===== src/rtl/tff_counter_pkg.sv =====
// Shared direction constants and next-count arithmetic for the T-flip-flop up/down counter.
package tff_counter_pkg;

   localparam logic DIR_UP = 1'b1;
   localparam logic DIR_DN = 1'b0;

   // Wrapping successor/predecessor within 0..modulo-1; int-wide so any WIDTH up to 16 fits.
   function automatic int unsigned next_count(input int unsigned cnt,
                                              input logic        up_dn,
                                              input int unsigned modulo);
      if (up_dn == DIR_DN) begin
         return (cnt == 0) ? modulo - 1 : cnt - 1;
      end
      return (cnt == modulo - 1) ? 0 : cnt + 1;
   endfunction

endpackage


===== src/rtl/tff_cell.sv =====
// Single T flip-flop: Q toggles on a clock edge when T is high; async active-high clear.
module tff_cell (
   input  logic T,
   input  logic clk,
   input  logic reset,
   output logic Q
);

   logic q_q;

   always_ff @(posedge clk or posedge reset) begin
      if (reset) begin
         q_q <= 1'b0;
      end else if (T) begin
         q_q <= ~q_q;
      end
   end

   assign Q = q_q;

endmodule


===== src/rtl/tff_updown_counter.sv =====
// Modulo up/down counter built from T flip-flops, with load and a registered terminal-count pulse.
// Define TCNT_SATURATE_EN to hold at the range boundaries instead of wrapping.
module tff_updown_counter
   import tff_counter_pkg::*;
#(
   parameter int unsigned WIDTH  = 3,
   parameter int unsigned MODULO = 2 ** WIDTH
) (
   input  logic             clk,
   input  logic             reset,
   input  logic             en,
   input  logic             up_dn,
   input  logic             load,
   input  logic [WIDTH-1:0] load_val,
   output logic [WIDTH-1:0] count,
   output logic             tc
);

   localparam logic [WIDTH-1:0] MaxCnt = WIDTH'(MODULO - 1);

   logic [WIDTH-1:0] count_q;
   logic [WIDTH-1:0] count_d;
   logic [WIDTH-1:0] step;
   logic [WIDTH-1:0] toggle;
   logic             at_bound;
   logic             tc_q;
   logic             tc_d;

   always_comb begin
      count_d  = count_q;
      tc_d     = 1'b0;
      at_bound = (up_dn == DIR_UP) ? (count_q == MaxCnt) : (count_q == '0);
      step     = WIDTH'(next_count(32'(count_q), up_dn, MODULO));
      if (load) begin
         // Out-of-range load values clamp so the count never leaves 0..MODULO-1.
         count_d = (32'(load_val) >= MODULO) ? MaxCnt : load_val;
      end else if (en) begin
`ifdef TCNT_SATURATE_EN
         if (!at_bound) begin
            count_d = step;
            tc_d    = (up_dn == DIR_UP) ? (step == MaxCnt) : (step == '0);
         end
`else
         count_d = step;
         tc_d    = at_bound;
`endif
      end
   end

   assign toggle = count_d ^ count_q;

   for (genvar i = 0; i < WIDTH; i++) begin : g_cell
      tff_cell u_cell (
         .T     (toggle[i]),
         .clk   (clk),
         .reset (reset),
         .Q     (count_q[i])
      );
   end

   always_ff @(posedge clk or posedge reset) begin
      if (reset) begin
         tc_q <= 1'b0;
      end else begin
         tc_q <= tc_d;
      end
   end

   assign count = count_q;
   assign tc    = tc_q;

endmodule


===== config.mk =====
export PLATFORM = sky130hd
export DESIGN_NAME = tff_updown_counter
export DESIGN_NICKNAME = d
export VERILOG_FILES = /design/src/rtl/tff_counter_pkg.sv /design/src/rtl/tff_cell.sv /design/src/rtl/tff_updown_counter.sv
export SDC_FILE = /design/constraint.sdc
export NUM_CORES = 1
export LEC_CHECK = 0
export CAP_MARGIN = 25
export CORE_AREA = 2 2 39 41
export CTS_BUF_LIST = sky130_fd_sc_hd__clkbuf_2
export CTS_CLUSTER_SIZE = 40
export DETAILED_ROUTE_END_ITERATION = 6
export DIE_AREA = 0 0 41 43
export SLEW_MARGIN = 10
export SYNTH_ARGS = -nofsm -noshare
export SYNTH_HDL_FRONTEND = slang
export SYNTH_SLANG_ARGS = --single-unit

===== constraint.sdc =====
create_clock -name clk -period 2.7 [get_ports clk]
set_clock_uncertainty 0.2 [all_clocks]
set_input_delay 0.54 -clock clk [delete_from_list [all_inputs] [get_ports clk]]
set_output_delay 0.54 -clock clk [all_outputs]
set_load 0.005 [all_outputs]

==> flow_summary.ini <==
[placed_design]
place_inst = 57
port_buffers = 11
place.gp.congestion = 0.820
dp_hpwl_um = 480

[clock_tree]
numCtsBuffers = 3
clkLatencyLatePin_ns = 0.20
htreeDepth = 1
cts_root_buf = clkbuf_2
tritoncts = built
clk_pin_slew_ns = 0.05
ctsResizeCount = 0
cts_setup_buffers = 0
cts_buffer_depth = 2
ctsHoldBuffers = 0
clkSinkCount = 4

[setup_path]
slowest_delay_ns = 0.54
critPathRequiredTime_ns = 1.96
worstPathArrival_ns = 1.17
worst-path-buf-inv = 1
crit_fanout = 6
worstPathCellList = clkdlybuf4s50_1
worstSetupPathType = flip-flop to primary output
startpoint_type = flip-flop
crit_slowest_cell = clkdlybuf4s50_1
worstSetupEndpointType = primary output
path_delay_family = buffers and inverters

[global_route]
grt-ovfl-total = 0
grt_pass1_wl_um = 931
antenna_found_initial = 0
busiest_layer = met1
grt_max_degree = 8
grt_usage_pct = 7.96
grt_pass1_vias = 246
met3_usage_pct = 1.57
met1_usage_pct = 10.7
met2_usage_pct = 10.6

[timing]
setup_viol = 0
tightest_slew_ns = 0.214
layout_min_cycle_time_ns = 1.91
max_freq_mhz = 523
setup_tns_ns = 0
slew_headroom_pct = 85.6
fin_crit_sh_pct = 70.8
grt_setup_unrepaired = false
hold_viol_final = 0
slew_viol_final = 0

[detailed_routing]
drc = 0
drt-total-wl_um = 592
postRouteAntennaNets = 0
dr.pass1.iters = 4
via_per_inst = 4.25
drt_iter0_drc = 6
avgRoutedWirePerCell_um = 9.87
num_vias = 255

[cells_and_area]
area_growth_pct = 41.4
diodes = 0
nets = 58
stdcell_count = 60
final_util_pct = 30.3
drive_gt1_share_pct = 6.82

[power]
leakagePower_nw = 0.186
total_power_mw = 0.193
ir_drop_mv = 0.137
power_density_nw_per_um2 = 460

[floorplanning]
die_x_um = 41
start_util_pct = 21.4
num_io_pins = 12
rows = 14
core_um2 = 1380
fp.dieH_um = 43
dieArea_um2 = 1760

[synthesis]
seq_area_frac_synth_pct = 33.8
synth-seq-cells = 4
ys_top_cells_by_area = dfrtp_1 (34%), ha_1 (17%), a21oi_1 (10%)
synthCells = 33
synth_fp_nets = 45
syn_avg_cell_area_um2 = 8.99
yosys_warnings = 0
synth.distinct_cells = 15
syn_area_um2 = 297
synth_top_area_share_pct = 33.8
yosysTopAreaCell = dfrtp_1

[flow_run]
maxCapViolCount = 0

[hold_path]
worstHoldPathType = input port to asynchronous set/reset pin

[status]
status = completed
-- per-stage QoR --
stage               setup slack [ns]  hold WS, ns  cell area [um2]
floorplan                       1.33        0.106              297
global placement               0.873        0.433              404
detailed placement             0.878        0.442              404
CTS                            0.764        0.317              419
global route                   0.713        0.326              419
finish                         0.788        0.318              419
-- path summary, 6_finish.rpt --
path	cells past startpoint	end	start	slack (ns)
min reg2reg	2	g_cell[1].u_cell.Q	g_cell[1].u_cell.Q	0.44
max in group asynchronous	2	g_cell[0].u_cell.Q	reset	1.83
min in group clk	2	g_cell[1].u_cell.Q	g_cell[1].u_cell.Q	0.44
max reg2reg	5	g_cell[1].u_cell.Q	g_cell[0].u_cell.Q	1.20
max	1	count[2]	g_cell[2].u_cell.Q	0.79
min	2	g_cell[2].u_cell.Q	reset	0.32
-- kinds of logic after synthesis --
family | synth area share, %
DFF | 33.8
buffers and inverters | 11.4
adders and majority gates | 16.9
and+or+nand+nor | 10.5
muxes | 3.38
AOI/OAI and AO/OA | 21.1
xor gates and xnor gates | 2.95
-- where the power goes --
part | leakage, nW | internal [mW] | switching (mW)
clock | 0.0125 | 0.0299 | 0.0225
sequential | 0.0491 | 0.0666 | 0.00919
combinational | 0.124 | 0.0381 | 0.0266
-- routing by layer --
| layer | up-vias | part of all wire (%) |
|---|---|---|
| li1 | 134 | - |
| met2 | 12 | 44 |
| met5 | - | 0 |
| met4 | 0 | 0 |
| met1 | 109 | 47 |
| met3 | 0 | 8.4 |
-- flip-flops by register name, summed over array words and instances (netlist names) --
name / cells
g_cell.u_cell.Q: 3
tc: 1
-- cells in the final DEF (no fill, tap or decap) --
cell type        instances
dfrtp_1                  4
nand2_1                  1
nor2_1                   2
clkdlybuf4s50_1         11
o31ai_1                  2
xnor2_1                  1
nand2b_1                 2
clkbuf_2                 3
ha_1                     4
a21oi_1                  6
mux2i_1                  1
inv_1                    3
o21ai_1                  1
o21ai_0                  1
nor3b_1                  1
a22oi_1                  1
-- cell type report --
type	count	area [um2]
Clock buffer	3	15.0
Fill cell	153	965
Inverter	3	11.3
Multi-Input combinational cell	23	163
Sequential cell	4	100
Tap cell	16	20.0
Timing Repair Buffer	11	110
-- synth_stat cells --
cell      number
nand2b_1       2
o21ai_1        1
nor3b_1        1
nor2_1         2
o31ai_1        2
nand2_1        1
buf_4          3
dfrtp_1        4
mux2i_1        1
a21oi_1        6
ha_1           4
o21ai_0        1
xnor2_1        1
a22oi_1        1
inv_1          3
Note: power is estimated with default switching activity, not from simulation.
